[src/rtl/vend_dispense_if.sv]
// Bundle between the coin FSM / actuator drivers and the dispense controller.
// Strobes are sampled every clock. There is no ready/valid pairing: a strobe seen while busy=1 is dropped.
interface vend_dispense_if #(
  parameter int CW = 3
);
  logic          s;
  logic          r;
  logic [CW-1:0] chg;
  logic          prod_sense;
  logic          prod_rel;
  logic          nkl_eject;
  logic          busy;
  logic          done;
  logic          fault;
  logic [2:0]    state_dbg;

  modport master (
    output s, r, chg, prod_sense,
    input  prod_rel, nkl_eject, busy, done, fault, state_dbg
  );

  modport slave (
    input  s, r, chg, prod_sense,
    output prod_rel, nkl_eject, busy, done, fault, state_dbg
  );
endinterface

[src/rtl/vend_dispense_ctrl.sv]
// Sequences the product-release solenoid, waits for the drop sensor, then ejects owed change one nickel at a time.
// Every output is registered from the next state, so each one changes on the same edge as the state.
module vend_dispense_ctrl #(
  parameter int CW        = 3,
  parameter int PULSE_CYC = 4,
  parameter int GAP_CYC   = 2,
  parameter int DROP_TO   = 16
) (
  input  logic           clk,
  input  logic           rst,
  vend_dispense_if.slave bus
);
  localparam int MAX_PG  = (PULSE_CYC > GAP_CYC) ? PULSE_CYC : GAP_CYC;
  localparam int CNT_MAX = (MAX_PG > DROP_TO) ? MAX_PG : DROP_TO;
  localparam int CTW     = $clog2(CNT_MAX + 1);

  typedef enum logic [2:0] {
    IDLE      = 3'd0,
    VEND      = 3'd1,
    WAIT_DROP = 3'd2,
    CHG_ON    = 3'd3,
    CHG_GAP   = 3'd4,
    DONE      = 3'd5
  } state_t;

  state_t         state_q, state_d;
  logic [CTW-1:0] cnt_q, cnt_d;
  logic [CW-1:0]  rem_q, rem_d;
  logic           fault_q, fault_d;
  logic           prod_rel_q, nkl_eject_q, busy_q, done_q;

  always_comb begin
    state_d = state_q;
    cnt_d   = cnt_q + CTW'(1);
    rem_d   = rem_q;
    fault_d = fault_q;
    case (state_q)
      IDLE: begin
        cnt_d = '0;
        // A sell takes priority over a return, and chg is captured once either way.
        if (bus.s) begin
          rem_d   = bus.chg;
          state_d = VEND;
        end else if (bus.r) begin
          rem_d   = bus.chg;
          state_d = (bus.chg != '0) ? CHG_ON : DONE;
        end
      end
      VEND: begin
        if (cnt_q == CTW'(PULSE_CYC - 1)) begin
          cnt_d   = '0;
          state_d = WAIT_DROP;
        end
      end
      WAIT_DROP: begin
        if (bus.prod_sense || (cnt_q == CTW'(DROP_TO - 1))) begin
          if (!bus.prod_sense) fault_d = 1'b1;
          cnt_d   = '0;
          state_d = (rem_q != '0) ? CHG_ON : DONE;
        end
      end
      CHG_ON: begin
        if (cnt_q == CTW'(PULSE_CYC - 1)) begin
          cnt_d   = '0;
          rem_d   = rem_q - CW'(1);
          state_d = (rem_q != CW'(1)) ? CHG_GAP : DONE;
        end
      end
      CHG_GAP: begin
        if (cnt_q == CTW'(GAP_CYC - 1)) begin
          cnt_d   = '0;
          state_d = CHG_ON;
        end
      end
      DONE: begin
        cnt_d   = '0;
        state_d = IDLE;
      end
      default: begin
        cnt_d   = '0;
        state_d = IDLE;
      end
    endcase
  end

  always_ff @(posedge clk or negedge rst) begin
    if (!rst) begin
      state_q     <= IDLE;
      cnt_q       <= '0;
      rem_q       <= '0;
      fault_q     <= 1'b0;
      prod_rel_q  <= 1'b0;
      nkl_eject_q <= 1'b0;
      busy_q      <= 1'b0;
      done_q      <= 1'b0;
    end else begin
      state_q     <= state_d;
      cnt_q       <= cnt_d;
      rem_q       <= rem_d;
      fault_q     <= fault_d;
      prod_rel_q  <= (state_d == VEND);
      nkl_eject_q <= (state_d == CHG_ON);
      busy_q      <= (state_d != IDLE) && (state_d != DONE);
      done_q      <= (state_d == DONE);
    end
  end

  assign bus.prod_rel  = prod_rel_q;
  assign bus.nkl_eject = nkl_eject_q;
  assign bus.busy      = busy_q;
  assign bus.done      = done_q;
  assign bus.fault     = fault_q;
  assign bus.state_dbg = state_q;
endmodule

[src/flat_wrapper.sv]
// flat-port wrapper written by rule: the top's interface ports become plain ports
module vend_dispense_ctrl_flat 
#(
  parameter int CW        = 3,
  parameter int PULSE_CYC = 4,
  parameter int GAP_CYC   = 2,
  parameter int DROP_TO   = 16
)
  (clk, rst, bus_s, bus_r, bus_chg, bus_prod_sense, bus_prod_rel, bus_nkl_eject, bus_busy, bus_done, bus_fault, bus_state_dbg);
  vend_dispense_if #(.CW(CW)) bus_i ();
  input  logic clk;
  input  logic rst;
  input wire logic [$bits(bus_i.s)-1:0] bus_s;
  input wire logic [$bits(bus_i.r)-1:0] bus_r;
  input wire logic [$bits(bus_i.chg)-1:0] bus_chg;
  input wire logic [$bits(bus_i.prod_sense)-1:0] bus_prod_sense;
  output wire logic [$bits(bus_i.prod_rel)-1:0] bus_prod_rel;
  output wire logic [$bits(bus_i.nkl_eject)-1:0] bus_nkl_eject;
  output wire logic [$bits(bus_i.busy)-1:0] bus_busy;
  output wire logic [$bits(bus_i.done)-1:0] bus_done;
  output wire logic [$bits(bus_i.fault)-1:0] bus_fault;
  output wire logic [$bits(bus_i.state_dbg)-1:0] bus_state_dbg;
  assign bus_i.s = bus_s;
  assign bus_i.r = bus_r;
  assign bus_i.chg = bus_chg;
  assign bus_i.prod_sense = bus_prod_sense;
  assign bus_prod_rel = bus_i.prod_rel;
  assign bus_nkl_eject = bus_i.nkl_eject;
  assign bus_busy = bus_i.busy;
  assign bus_done = bus_i.done;
  assign bus_fault = bus_i.fault;
  assign bus_state_dbg = bus_i.state_dbg;
  vend_dispense_ctrl #(.CW(CW), .PULSE_CYC(PULSE_CYC), .GAP_CYC(GAP_CYC), .DROP_TO(DROP_TO)) u_core (.clk(clk), .rst(rst), .bus(bus_i));
endmodule
[config.mk]
export PLATFORM = sky130hd
export DESIGN_NAME = vend_dispense_ctrl_flat
export DESIGN_NICKNAME = d
export VERILOG_FILES = /design/src/rtl/vend_dispense_if.sv /design/src/rtl/vend_dispense_ctrl.sv /design/src/flat_wrapper.sv
export SDC_FILE = /design/constraint.sdc
export NUM_CORES = 1
export LEC_CHECK = 0
export CAP_MARGIN = 20
export CELL_PAD_IN_SITES_DETAIL_PLACEMENT = 1
export CELL_PAD_IN_SITES_GLOBAL_PLACEMENT = 1
export CORE_MARGIN = 1
export CORE_UTILIZATION = 39
export CTS_CLUSTER_DIAMETER = 40
export DETAILED_ROUTE_END_ITERATION = 10
export PLACE_DENSITY_LB_ADDON = 0.1
export RECOVER_POWER = 50
export SYNTH_ARGS = -nofsm -noshare
export SYNTH_HDL_FRONTEND = slang
export SYNTH_SLANG_ARGS = --single-unit
[constraint.sdc]
create_clock -name clk -period 2.8 [get_ports clk]
set_clock_uncertainty 0.1 [all_clocks]
set_input_delay 0.42 -clock clk [delete_from_list [all_inputs] [get_ports clk]]
set_output_delay 0.42 -clock clk [all_outputs]
set_load 0.01 [all_outputs]
== Word-level counts from Yosys, hierarchy flattened ==
Cells that the tools add are included.

* Register bits: 16
* Bits in latches: 0
* RAM bits: 0
* Bits in read-only memories: 0
* Bits of input ports: 8
* Output and inout bits: 8
* Word-level logic and storage cells: 53
* Memories kept: 0

* $add $sub $neg: 2
* Multipliers: 0
* Divide/modulo/power cells: 0
* Magnitude comparators: 0
* Equal/unequal tests: 14
* Shifts and indexed selects: 0
* Mux-type cells: 18
* Bitwise logic cells: 1
* Reduce and logical (&&, ||, !) cells: 10

{| class="wikitable"
|+ Operators by type and width
! kind !! count
|-
| $mux 3 || 11
|-
| $mux 5 || 3
|-
| $pmux 3 s5 || 1
|-
| $pmux 5 s3 || 1
|-
| $eq 3x2->1 const B || 3
|-
| $reduce_bool 3->1 || 3
|-
| $eq 3x1->1 const B || 2
|-
| $eq 3x3->1 const B || 2
|-
| $ne 3x3->1 const B || 2
|-
| $pmux 3 s2 || 1
|-
| $reduce_and 3->1 || 2
|-
| $add 5x1->5 const B || 1
|-
| $eq 5x1->1 const B || 1
|-
| $eq 5x2->1 const B || 1
|-
| $eq 5x4->1 const B || 1
|-
| $logic_not 3->1 || 1
|-
| $ne 3x1->1 const B || 1
|-
| $sub 3x1->3 const B || 1
|-
| $ne 2x1->1 const B || 1
|-
| $reduce_bool 2->1 || 1
|-
| $reduce_or 2->1 || 1
|-
| $logic_and 1x1->1 || 1
|-
| $logic_or 1x1->1 || 1
|-
| $mux 1 || 1
|-
| $not 1->1 || 1
|}

== Depth between registers and ports, before layout ==
* Depth after elaboration: 7
* Depth in mapped cells: 7
* Depth with buffers taken out: 7

== Worst setup path after synthesis ==
No wires, ideal clock.

* Kind: reg2reg
* From: register u_core.cnt_q[0]
* To: register u_core.busy_q, in the netlist u_core.bus.busy
* Library setup time: 121 ps
* Arrival time: 1949 ps
* Path slack: 630 ps
* Stages on the path, launching flop included: 8
* Buffers on the path: 1
* Clock period less this slack: 2170 ps
* Cell sequence: dfrtp_1 ha_1 or4b_1 clkbuf_2 mux2i_1 a211oi_1 xor2_1 nand2b_1

* Longest elaborated chain between the ends: 6
* Elaborated cells between the ends (all ways): 12

{| class="wikitable"
|+ RTL lines
! what !! RTL line !! text
|-
| start, declared || vend_dispense_ctrl.sv:27 || <nowiki>logic [CTW-1:0] cnt_q, cnt_d;</nowiki>
|-
| start signal, assigned || vend_dispense_ctrl.sv:98 || <nowiki>cnt_q <= cnt_d;</nowiki>
|-
| $eq 5x4->1 || vend_dispense_ctrl.sv:56 || <nowiki>if (bus.prod_sense || (cnt_q == CTW'(DROP_TO - 1))) begin</nowiki>
|-
| $logic_or 1x1->1 || vend_dispense_ctrl.sv:56 ||
|-
| $mux 3 || vend_dispense_ctrl.sv:56 ||
|-
| $pmux 3 s5 (*) || vend_dispense_ctrl.sv:37 || <nowiki>case (state_q)</nowiki>
|-
| $ne 3x3->1 or $reduce_bool 3->1 (tied branches) || vend_dispense_ctrl.sv:103 || <nowiki>busy_q <= (state_d != IDLE) && (state_d != DONE);</nowiki>
|-
| $logic_and 1x1->1 (*) || vend_dispense_ctrl.sv:103 ||
|-
| end signal, assigned || vend_dispense_ctrl.sv:103 ||
|-
| end, declared || vend_dispense_ctrl.sv:30 || <nowiki>logic prod_rel_q, nkl_eject_q, busy_q, done_q;</nowiki>
|}

Mark *: on every way between the ends. The rest lies on a longest branch, timed or not.
A chain may end at the register's enable or synchronous reset.

== Worst setup path after layout ==
Same ends and word-level chain as after synthesis.

==> results.toml <==
[critical_path]
path_cells = "ha_1 -> or4b_1 -> mux2i_1 -> a211oi_1 -> xor2_1 -> nand2b_1"
slowest_delay_ps = 630
critPathKind = "reg2reg"
cp-start-kind = "flop"
crit_path_end_kind = "flop"
r2r-start = "u_core.cnt_q[0]"
rr_worst_depth = 6
critical_path_buf_inv_count = 0
path_max_fanout = 6
crit_required_ps = 2880
worst_path_max_delay_cell = "a211oi_1"
r2r_setup_slack_ps = 280
r2r_end = "u_core.bus.busy"
arrival_ps = 2600
critical_path.top_delay_family = "simple AND/OR/NAND/NOR gates"

[global_route]
use_met3_pct = 2.727
grt_pass1_vias = 712
grt_overflow = 0
met2_usage_pct = 29.11
grt_max_degree = 17
grt_use_met1_pct = 23.71
grt_usage_pct = 18.45
grt_pass1_wl_um = 3422
antenna_found_initial = 0
busiest_layer = "met2"

[run_status]
status = "complete, no violations"

[pwr]
power.internal_mw = 0.6496
swShare_pct = 42.03
switchingPower_mw = 0.4710
power_per_cell_area_nw_per_um2 = 1015
power.leakage_nw = 0.4840
combPwrFrac_pct = 53.4
p_clk_share_pct = 10.5
power_frac_seq_pct = 36.1
vdd_drop_max_v = 0.0006240

[sta]
fin_crit_sh_pct = 90.08
fmax_mhz = 396.5
rsz0062_at_grt = "no"
finalSetupViolations = 0
worst_pin_slew_ps = 705.2
min_period_ps = 2522
hold_viol_final = 0
maxSlewViolCount = 0
relSlewSlack_pct = 52.70
finalSetupTns_ps = 0

[synth]
yosys_warnings = 0
synth_cells = 93
ys_ff_latch = 16
yosysSeqAreaShare_pct = 44.02
synth_top_cell_area_share_pct = 44.02
avgSynthCellArea_um2 = 9.781
syn_nets = 107
netlist_area_um2 = 909.6
ys_top_cells_by_area = "dfrtp_1, ha_1, nor2_1, nor4b_1, nand2b_1"
yosysTopAreaCell = "dfrtp_1"
synth_cell_type_count = 35

[cells_and_area]
num-fill-cells = 258
finalInstanceArea_um2 = 1104
drive_above_1_share_pct = 6.542
syn_to_final_growth_pct = 21.32
n_antenna_cell = 0
stdcell_count = 135
fin_nets = 123

[routing]
wl_per_cell_um = 13.89
totalWireLength_um = 1875
vias = 713
ant_nets = 0
dr.pass1.iters = 3
drtIter0Drc = 3
vias_per_cell = 5.281
drcViolationCount = 0

[min_path]
hold_path_depth = 1
hold_class = "reg2reg"
whs_endpoint = "u_core.bus.fault"
worstHoldStart = "u_core.bus.fault"

[floorplanning]
top_level_ports = 16
dieHeight_um = 50.30
fp-row-count = 17
core_area_um2 = 2212
die_area_um2 = 2530
start_util_pct = 41.12
die_x_um = 50.30

[clock_network]
clock_latency_ps = 280
h-tree-depth = 1
postCtsHoldBufs = 0
cts_buffers = 3
cts_tree = "built"
clkSlewWorstSetupHoldPaths_ps = 80
post-cts-setup-buffers = 0
cts-root-buf = "clkbuf_4"
cts_resized = 0
clock-sinks = 16
clockBufferDepth = 2

[placement]
post-dp-hpwl_um = 1443
place_congestion = 0.6916
dp.cells = 132
place_area_um2 = 1081
portBuffers = 15

[run]
max-cap-violations = 0
through the flow:
stage / hold WS, ps / power, mW / setup slack (ps) / util (%)
2_1_floorplan: 24.41 / 0.8071 / 630.2 / -
3_3_place_gp: 358.8 / 1.004 / 367.1 / 48.87
3_5_place_dp: 375.8 / 1.021 / 290.3 / 48.87
4_1_cts: 398.6 / 1.141 / 268.2 / 49.89
5_1_grt: 432.5 / 1.243 / 93.72 / 49.89
6_report: 392.6 / 1.121 / 277.7 / 49.89
logic make-up after synthesis:
group	Yosys count	synth area share, %
AND/OR/NAND/NOR	37	22.83
adder cells (fa/ha/maj)	6	8.253
buffers and inverters	11	4.813
XOR/XNOR	3	2.889
multiplexers	1	1.100
flip-flops	16	44.02
AO/OA/AOI/OAI	19	16.09
power by group through the flow:
stage / registers [mW] / logic [mW] / clock network, mW
finish: 0.404 / 0.598 / 0.118
floorplan: 0.392 / 0.415 / 0
global route: 0.420 / 0.686 / 0.136
global placement: 0.405 / 0.598 / 0
CTS: 0.407 / 0.612 / 0.122
detailed placement: 0.412 / 0.609 / 0
area by class of cell:
class,count,area (um2),share of cell area [%]
timing repair buffer,16,157.7,14.29
tap,28,35.03,3.175
sequential,16,400.4,36.28
multi-input combinational,66,465.4,42.18
inverter,6,22.52,2.041
clock buffer,3,22.52,2.041
cell usage in the layout, fill, tap and decap left out, drive strengths merged, types with 4 or more instances in the layout:
cell type,n
dfrtp,16
nor2,12
clkdlybuf4s50,10
inv,6
ha,6
dlygate4sd3,5
o21ai,5
nand2b,4
nand2,4
worst max path at each step:
stage / end / slack [ps] / start / cells past startpoint
finish: u_core.bus.busy / 280 / u_core.cnt_q[0] / 6
global route: u_core.bus.busy / 90 / u_core.cnt_q[0] / 6
CTS: u_core.bus.busy / 270 / u_core.cnt_q[0] / 6
detailed placement: u_core.bus.busy / 290 / u_core.cnt_q[0] / 6
global placement: u_core.bus.busy / 370 / u_core.cnt_q[0] / 6
floorplan: u_core.bus.busy / 630 / u_core.cnt_q[0] / 7
registers in the layout (all words and copies together), names as in the netlist:
name,count
u_core.cnt_q,5
u_core.bus.state_dbg,3
u_core.rem_q,3
u_core.bus.busy,1
u_core.bus.done,1
u_core.bus.fault,1
u_core.bus.nkl_eject,1
u_core.bus.prod_rel,1
synthesized netlist by cell type:
library cell	instances
o221ai_1	1
clkbuf_2	1
nor3b_1	2
nand3_1	2
xor2_1	2
inv_1	6
a32o_1	1
dfrtp_1	16
clkbuf_1	3
a22o_1	1
nor4b_1	3
or4b_1	1
o21ai_2	1
a211oi_1	1
nand3b_1	2
nor2b_1	1
buf_2	1
and3_1	1
o21ai_0	4
nor2_1	12
nand2_1	4
a21oi_1	2
nor3_1	1
nor4_1	2
xnor2_1	1
a2bb2oi_1	2
a221oi_2	1
nor3_2	1
ha_1	6
nand2b_1	4
mux2i_1	1
o211ai_1	2
o211a_1	1
nand4_1	1
o21bai_1	2
routing by layer:
layer | vias up | part of all wire (%)
met1 | 336 | 48
met3 | 4 | 3.6
li1 | 357 | -
met4 | 0 | 2.8
met5 | - | 0
met2 | 16 | 46
(Power assumes the default switching activity.)
